<file path="src/rtl/mem_access_unit_pkg.sv">
// +----------------------------------------------------------------------+
// | mem_access_unit_pkg : size encodings, FSM states, alignment helper   |
// | Rev 1.0                                                              |
// +----------------------------------------------------------------------+
`default_nettype none

package mem_access_unit_pkg;

    localparam logic [1:0] SIZE_BYTE = 2'b00;
    localparam logic [1:0] SIZE_HALF = 2'b01;
    localparam logic [1:0] SIZE_WORD = 2'b10;

    typedef enum logic [1:0] {
        ST_IDLE     = 2'd0,
        ST_READ     = 2'd1,
        ST_LOAD_RET = 2'd2,
        ST_WRITE    = 2'd3
    } state_t;

    // True for a misaligned access or the reserved size code.
    function automatic logic bad_access(input logic [1:0] size, input logic [1:0] off);
        logic bad;
        case (size)
            SIZE_BYTE: bad = 1'b0;
            SIZE_HALF: bad = off[0];
            SIZE_WORD: bad = (off != 2'b00);
            default:   bad = 1'b1;
        endcase
        return bad;
    endfunction

endpackage

`default_nettype wire

</file>
<file path="src/rtl/mem_byte_lane.sv">
// +----------------------------------------------------------------------+
// | mem_byte_lane : load lane extract/extend and sub-word store merge    |
// | Rev 1.0                                                              |
// +----------------------------------------------------------------------+
`default_nettype none

module mem_byte_lane
    import mem_access_unit_pkg::*;
(
    input  logic [1:0]  offset_i,
    input  logic [1:0]  size_i,
    input  logic        unsigned_i,
    input  logic [31:0] word_i,
    input  logic [31:0] wr_data_i,
    output logic [31:0] load_o,
    output logic [31:0] merged_o
);

    logic [7:0]  w_byte;
    logic [15:0] w_half;

    always_comb begin
        w_byte   = word_i[{offset_i, 3'b000} +: 8];
        w_half   = offset_i[1] ? word_i[31:16] : word_i[15:0];
        load_o   = word_i;
        merged_o = word_i;
        case (size_i)
            SIZE_BYTE: begin
                load_o = {{24{~unsigned_i & w_byte[7]}}, w_byte};
                merged_o[{offset_i, 3'b000} +: 8] = wr_data_i[7:0];
            end
            SIZE_HALF: begin
                load_o = {{16{~unsigned_i & w_half[15]}}, w_half};
                if (offset_i[1]) begin
                    merged_o[31:16] = wr_data_i[15:0];
                end else begin
                    merged_o[15:0] = wr_data_i[15:0];
                end
            end
            default: begin
                load_o   = word_i;
                merged_o = wr_data_i;
            end
        endcase
    end

endmodule

`default_nettype wire

</file>
<file path="src/rtl/mem_access_unit.sv">
// +----------------------------------------------------------------------+
// | mem_access_unit : MEM-stage load/store sequencer with sub-word RMW   |
// | Rev 1.0                                                              |
// +----------------------------------------------------------------------+
`default_nettype none

module mem_access_unit
    import mem_access_unit_pkg::*;
#(
    parameter int DATA_ADDR_SIZE = 5,
    parameter int BYTE_ADDR_SIZE = 32,
    parameter int WORD_SIZE      = 32
) (
    input  logic                      i_clk,
    input  logic                      i_reset,
    input  logic                      i_flush,
    input  logic                      i_valid,
    output logic                      o_ready,
    input  logic                      i_mem_read,
    input  logic                      i_mem_write,
    input  logic [1:0]                i_size,
    input  logic                      i_unsigned,
    input  logic [BYTE_ADDR_SIZE-1:0] i_addr,
    input  logic [WORD_SIZE-1:0]      i_wr_data,
    output logic [WORD_SIZE-1:0]      o_rd_data,
    output logic                      o_done,
    output logic                      o_error,
    output logic                      o_busy,
    output logic                      o_mem_wr_rd,
    output logic [DATA_ADDR_SIZE-1:0] o_mem_addr,
    output logic [WORD_SIZE-1:0]      o_mem_data,
    input  logic [WORD_SIZE-1:0]      i_mem_data
);

    state_t                    state_q, state_d;
    logic [DATA_ADDR_SIZE-1:0] addr_q;
    logic [1:0]                off_q;
    logic [1:0]                size_q;
    logic                      uns_q;
    logic                      store_q;
    logic [WORD_SIZE-1:0]      wdata_q;
    logic [WORD_SIZE-1:0]      rword_q;
    logic [WORD_SIZE-1:0]      rd_data_q;
    logic                      err_q;

    logic                      w_accept;
    logic                      w_bad;
    logic [WORD_SIZE-1:0]      w_lane_word;
    logic [WORD_SIZE-1:0]      w_load_val;
    logic [WORD_SIZE-1:0]      w_merged;
    logic [BYTE_ADDR_SIZE-DATA_ADDR_SIZE-3:0] w_unused_addr;

    assign w_unused_addr = i_addr[BYTE_ADDR_SIZE-1:DATA_ADDR_SIZE+2];

    assign w_accept = (state_q == ST_IDLE) && i_valid && (i_mem_read || i_mem_write) && !i_flush;
    assign w_bad    = bad_access(i_size, i_addr[1:0]) || (i_mem_read && i_mem_write);

    // The lane extracts from live memory data while reading, and merges from the captured word while writing.
    assign w_lane_word = (state_q == ST_WRITE) ? rword_q : i_mem_data;

    mem_byte_lane u_lane (
        .offset_i   (off_q),
        .size_i     (size_q),
        .unsigned_i (uns_q),
        .word_i     (w_lane_word),
        .wr_data_i  (wdata_q),
        .load_o     (w_load_val),
        .merged_o   (w_merged)
    );

    always_comb begin
        state_d = state_q;
        case (state_q)
            ST_IDLE: begin
                if (w_accept && !w_bad) begin
                    state_d = (i_mem_write && i_size == SIZE_WORD) ? ST_WRITE : ST_READ;
                end
            end
            ST_READ:     state_d = store_q ? ST_WRITE : ST_LOAD_RET;
            ST_LOAD_RET: state_d = ST_IDLE;
            ST_WRITE:    state_d = ST_IDLE;
            default:     state_d = ST_IDLE;
        endcase
        if (i_flush) begin
            state_d = ST_IDLE;
        end
    end

    always_ff @(posedge i_clk) begin
        if (!i_reset) begin
            state_q   <= ST_IDLE;
            addr_q    <= '0;
            off_q     <= '0;
            size_q    <= '0;
            uns_q     <= 1'b0;
            store_q   <= 1'b0;
            wdata_q   <= '0;
            rword_q   <= '0;
            rd_data_q <= '0;
            err_q     <= 1'b0;
        end else begin
            state_q <= state_d;
            err_q   <= w_accept && w_bad;
            if (w_accept && !w_bad) begin
                addr_q  <= i_addr[DATA_ADDR_SIZE+1:2];
                off_q   <= i_addr[1:0];
                size_q  <= i_size;
                uns_q   <= i_unsigned;
                store_q <= i_mem_write;
                wdata_q <= i_wr_data;
            end
            if (state_q == ST_READ && !i_flush) begin
                rword_q <= i_mem_data;
                if (!store_q) begin
                    rd_data_q <= w_load_val;
                end
            end
        end
    end

    assign o_ready     = (state_q == ST_IDLE);
    assign o_busy      = !o_ready;
    assign o_done      = ((state_q == ST_LOAD_RET) || (state_q == ST_WRITE)) && !i_flush;
    assign o_error     = err_q;
    assign o_rd_data   = rd_data_q;
    assign o_mem_wr_rd = (state_q == ST_WRITE) && !i_flush;
    assign o_mem_addr  = addr_q;
    assign o_mem_data  = (state_q == ST_WRITE) ? w_merged : '0;

endmodule

`default_nettype wire

</file>
<file path="config.mk">
export PLATFORM = sky130hd
export DESIGN_NAME = mem_access_unit
export DESIGN_NICKNAME = d
export VERILOG_FILES = /design/src/rtl/mem_access_unit_pkg.sv /design/src/rtl/mem_byte_lane.sv /design/src/rtl/mem_access_unit.sv
export SDC_FILE = /design/constraint.sdc
export NUM_CORES = 1
export LEC_CHECK = 0
export ABC_AREA = 1
export BUFFER_PORTS_ARGS = -buffer_cell sky130_fd_sc_hd__buf_2
export CAP_MARGIN = 0
export CORE_UTILIZATION = 48
export DETAILED_ROUTE_END_ITERATION = 8
export GPL_ROUTABILITY_DRIVEN = 0
export HOLD_SLACK_MARGIN = 0.02
export PLACE_DENSITY = 0.86
export SETUP_SLACK_MARGIN = 0.1
export SLEW_MARGIN = 20
export SYNTH_ARGS = -nofsm -noshare
export SYNTH_HDL_FRONTEND = slang
export SYNTH_HIERARCHICAL = 1
export SYNTH_SLANG_ARGS = --single-unit
</file>
<file path="constraint.sdc">
create_clock -name i_clk -period 2.4 [get_ports i_clk]
set_input_delay 0.48 -clock i_clk [delete_from_list [all_inputs] [get_ports i_clk]]
set_output_delay 0.48 -clock i_clk [all_outputs]
set_load 0.005 [all_outputs]
</file>
; Yosys cells after proc, flatten, opt, wreduce, memory -nomap -nowiden
; Cells that the tools add are included.
[totals]
ff_bits = 110
latch_bits = 0
ramBits = 0
rom_bits = 0
in_bits = 105
output_inout_bits = 74
wordCells = 62
memories = 0
[op_classes]
add_sub_neg = 1
mul = 0
n_div = 0
n_lt_le_gt_ge = 0
eq_ne = 7
n_shift = 3
mux = 13
n_bitwise = 5
reduce_logical = 23
[op_table]
columns = op, count
row1 = 32-bit one-hot mux with 2 select lines, 2
row2 = 32-bit two-way mux, 2
row3 = 16-bit two-way mux, 3
row4 = 32-bit bitwise mux, 1
row5 = "8-bit by 7-bit variable shift with 32-bit output, first input constant", 1
row6 = 32-bit by 6-bit indexed part select with 8-bit output, 1
row7 = 8-bit by 7-bit indexed part select with 32-bit output, 1
row8 = 1-bit logical AND, 10
row9 = 5-bit negator with 7-bit output, 1
row10 = "2-bit by 1-bit equality test with 1-bit output, second input constant", 3
row11 = "2-bit equality test, second input constant", 3
row12 = 2-bit logical NOT, 3
row13 = 2-bit one-hot mux with 3 select lines, 1
row14 = 2-bit two-way mux, 2
row15 = 2-bit OR reduction, 2
row16 = 1-bit logical NOT, 3
row17 = 1-bit logical OR, 3
row18 = 1-bit NOT, 3
row19 = 1-bit one-hot mux with 3 select lines, 1
row20 = 1-bit AND, 2
row21 = "2-bit by 1-bit != test with 1-bit output, second input constant", 1
row22 = 2-bit AND reduction, 1
row23 = 2-bit nonzero test, 1
row24 = 1-bit two-way mux, 1

; Longest topological paths before layout
[depth]
ltp_word = 7
depth_mapped = 14
mapped_depth_nobuf = 11

; Cells and area by module
; Netlist, hierarchy kept.
[modules_own_cells]
columns = mod, n_inst, cells_each, area_each_um2, seq_area_each_um2
row1 = mem_access_unit, 1, 725, 4752.1, 2202.1
row2 = mem_byte_lane, 1, 402, 1985.7, 0.0

; Worst setup path before layout
; Ideal clock, no wire load.
[synth_timing]
path_kind = register to output
startpoint = register off_q[1]
endpoint = output o_mem_data[23]
arrival_ns = 1.896
t_required_ns = 1.920
slack_ns = 0.024
path_stages_with_launch = 13
path_buffers = 2
path_cell_list = dfxtp_1 inv_4 buf_6 buf_6 ha_1 nand3_1 nor2_1 nand2_1 nand2_1 nand2_1 nand2_1 inv_1 nor2_1
[synth_between]
elab_chain_cells = 5
[synth_rtl]
columns = element, line
row1 = from (decl), mem_access_unit.sv:37  ; logic [1:0] off_q;
row2 = from (signal assigned), mem_access_unit.sv:106  ; off_q <= i_addr[1:0];
row3 = 5-bit negator with 7-bit output, mem_byte_lane.sv:30  ; merged_o[{offset_i, 3'b000} +: 8] = wr_data_i[7:0];
row4 = 8-bit by 7-bit indexed part select with 32-bit output / 8-bit by 7-bit variable shift with 32-bit output (equally long branches), mem_byte_lane.sv:30
row5 = 32-bit bitwise mux, mem_byte_lane.sv:30
row6 = 32-bit one-hot mux with 2 select lines (*), mem_byte_lane.sv:27  ; case (size_i)
row7 = named net w_merged[23], mem_access_unit.sv:50  ; logic [WORD_SIZE-1:0] w_merged;
row8 = 32-bit two-way mux (*), mem_access_unit.sv:128  ; assign o_mem_data = (state_q == ST_WRITE) ? w_merged : '0;
row9 = to (decl), mem_access_unit.sv:31  ; output logic [WORD_SIZE-1:0] o_mem_data,
; Mark *: on every way through the listed nets, which the timed path passes. The rest lies on a longest branch.

; Worst setup path after layout
[layout_timing]
startpoint = register state_q[1]
endpoint = output o_mem_data[24]
[layout_between]
elab_chain_cells = 5
[layout_rtl]
columns = element, line
row1 = from (decl), mem_access_unit.sv:35  ; state_t state_q, state_d;
row2 = from (signal assigned), mem_access_unit.sv:102  ; state_q <= state_d;
row3 = 2-bit equality test (*), mem_access_unit.sv:59  ; assign w_lane_word = (state_q == ST_WRITE) ? rword_q : i_mem_data;
row4 = 32-bit two-way mux (*), mem_access_unit.sv:59
row5 = named net w_lane_word[24], mem_access_unit.sv:48  ; logic [WORD_SIZE-1:0] w_lane_word;
row6 = 16-bit two-way mux / 32-bit bitwise mux (equally long branches), "mem_byte_lane.sv:34, mem_byte_lane.sv:30"
row7 = 32-bit one-hot mux with 2 select lines (*), mem_byte_lane.sv:27
row8 = named net w_merged[24], mem_access_unit.sv:50
row9 = 32-bit two-way mux (*), mem_access_unit.sv:128
; Marks and branches as above.

==> flow_metrics.env <==
export IMPL_hold_depth=5
export IMPL_cp_required_ns=1.92
export IMPL_grt_max_degree=110
export IMPL_grt_overflow_total=0
export IMPL_seq_area_frac_synth=0.3268
export IMPL_area_delta_synth_final_pct=33.05
export IMPL_report_final_hold_viol_count=0
export IMPL_setup_viol_count_final=9
export IMPL_clk_path_buf_depth=2
export IMPL_period_minus_slack_ns=2.485
export IMPL_worst_slew_margin_rel=0.6186
export IMPL_drc=0
export IMPL_cp_end_kind="primary output"
export IMPL_rsz0062_at_grt="yes"
export IMPL_num_rows=42
export IMPL_dieArea_mm2=0.01451
export IMPL_status="finished with violations"
export IMPL_insertion_delay_ns=0.36
export IMPL_grt_pass1_vias=7020
export IMPL_maxSlewViolCount=0
export IMPL_wl_per_cell_um=15.90
export IMPL_ys_seq_elements=110
export IMPL_antenna_found_initial=0
export IMPL_fin_tns_setup_ns=-0.4595
export IMPL_ant_nets=0
export IMPL_grt_pass1_wl_um=34130
export IMPL_arrival_ns=2.01
export IMPL_cts_tree="built"
export IMPL_synth_distinct_cells=36
export IMPL_fin_area_mm2=0.008965
export IMPL_io_buffers=153
export IMPL_ys_flop_type="dfxtp_1"
export IMPL_start_kind="flip-flop"
export IMPL_dpl_hpwl_um=14460
export IMPL_synth_common_cells="nand2_1, nor2_1, inv_1"
export IMPL_ys_top_cells_by_area="dfxtp_1, nand2_1, nor2_1"
export IMPL_synthCells=1127
export IMPL_fin_ws_ns=-0.08533
export IMPL_p_leak_nw=4.635
export IMPL_cts_buffers=9
export IMPL_yosys_warnings=6
export IMPL_synth_most_common_cell="nand2_1"
export IMPL_ios=179
export IMPL_firstDrtPassIters=6
export IMPL_min_from="i_addr[3]"
export IMPL_cts_root_buffer_cell="clkbuf_16"
export IMPL_r2r_slack_ns=0.23
export IMPL_peakVddDrop_mv=0.3943
export IMPL_syn_nets=1237
export IMPL_cap_violations=0
export IMPL_grt_util_all_layers=0.3009
export IMPL_p_per_area_mw_per_mm2=465.3
export IMPL_num_nets_final=1424
export IMPL_synth_top_area_frac=0.3268
export IMPL_worstHoldEndpoint="o_mem_addr[1]"
export IMPL_netlist_area_mm2=0.006738
export IMPL_die_h_um=120.5
export IMPL_r2r_end="o_rd_data[19]"
export IMPL_yosys_area_top_type="dfxtp_1"
export IMPL_path_max_fanout=7
export IMPL_detail_route_wirelength_um=23780
export IMPL_fin_crit_sh=1.036
export IMPL_fmax_mhz=402.4
export IMPL_drtIter0Drc=1271
export IMPL_initial_core_util=0.5008
export IMPL_vias_per_cell=5.481
export IMPL_skew_ns=0.008962
export IMPL_rr_worst_depth=15
export IMPL_drive_gt1_frac=0.2881
export IMPL_diodes=0
export IMPL_clkSlewWorstSetupHoldPaths_ns=0.07
export IMPL_violations="negative setup slack"
export IMPL_hold_class="in -> reg"
export IMPL_synth_edff_count=0
export IMPL_r2r_start="state_q[1]"
export IMPL_placedInstanceArea_mm2=0.007795
export IMPL_vias=8194
export IMPL_cts_sinks=110
export IMPL_crit_type="reg -> out"
export IMPL_coreArea_mm2=0.01345
export IMPL_cts_htree_levels=3
export IMPL_chipWidth_um=120.5
export IMPL_worst_pin_slew_ns=0.5721
export IMPL_syn_avg_cell_area_um2=5.978
export IMPL_synthArstFlopShare=0
-- layout make-up --
type                            count  area (um^2)
Clock buffer                       10        229.0
Clock inverter                      6        46.29
Fill cell                        1068         4488
Inverter                          148        570.5
Multi-Input combinational cell    810         4076
Sequential cell                   110         2222
Tap cell                          176        220.2
Timing Repair Buffer              235         1600
-- per-stage QoR --
step	setup slack (ns)	util	total power [mW]	std cells	hold slack, ns
6_report	-0.08533	0.6664	4.172	1495	0.4072
5_1_grt	-0.1773	0.6664	4.336	1495	0.4152
4_1_cts	0.03886	0.6355	4.076	1476	0.4023
3_5_place_dp	0.1307	0.5794	2.623	1442	0.4406
3_3_place_gp	0.1155	0.5794	2.614	1442	0.4333
2_1_floorplan	0.1812	-	2.380	1127	0.4245
-- power breakdown --
part           internal (mW)  total (mW)  switching (mW)
Sequential              1.86        1.90          0.0351
Combinational          0.336       0.856           0.520
Clock                  0.714        1.42           0.706
-- kinds of logic after synthesis --
group                    share of synthesized area
AO/OA/AOI/OAI                               0.1287
adder cells (fa/ha/maj)                   0.009285
buffers and inverters                       0.1344
flip-flops                                  0.3268
AND/OR/NAND/NOR                             0.4007
-- worst max-delay path: stages, from the launching register on --
cell     delay [ns]
dfxtp_4        0.39
nand2_8        0.15
buf_8          0.15
nand2_1        0.06
o21ai_2        0.09
nor2_1         0.07
nor2_1         0.17
o21ai_0        0.14
nand4_1        0.14
inv_1          0.06
nor2_1         0.09
buf_2          0.11
-- worst max path at each step --
stage                     startpoint             end  slack [ns]  cells after the start
after floorplan             off_q[1]   o_mem_data[0]        0.18                     11
after global placement    state_q[0]  o_mem_data[22]        0.12                     11
after detailed placement  state_q[0]  o_mem_data[17]        0.13                     11
after CTS                   off_q[1]   o_mem_data[8]        0.04                      9
after global routing        off_q[1]  o_mem_data[14]       -0.18                      9
final                     state_q[1]  o_mem_data[24]       -0.09                     11
-- routing by layer --
layer / vias up / GRT usage / part of all wire
met3: 141 / 0.07264 / 0.12
met5: - / 0 / 0
met4: 0 / 0.1605 / 0.058
met2: 599 / 0.4569 / 0.43
li1: 3824 / - / -
met1: 3630 / 0.3932 / 0.39
-- placed cells by master (no fill, tap or decap), drive strengths merged --
master	instances
o211ai	6
a41oi	1
nand4	4
nor2	237
o21ai	120
a21boi	1
clkbuf	11
a22oi	1
ha	5
nand3b	2
a21oi	36
clkinv	4
bufbuf	1
and2	6
or2	6
buf	233
clkinvlp	1
o22ai	1
nand2	329
inv	149
dfxtp	110
nand3	55
-- registers in the layout (all words and copies together) (netlist names) --
register	count
rword_q	32
wdata_q	32
off_q	2
o_mem_addr	5
o_error	1
uns_q	1
store_q	1
state_q	2
size_q	2
o_rd_data	32
-- what timing repair did --
item	CTS	global route
gates resized for setup	108	68
pin swaps	55	37
gates cloned	3	1
setup buffers	15	18
hold endpoints to repair	0	0
endpoints found under the setup margin	32	32
hold buffers	0	0
Power figures use the tool's default switching activity.
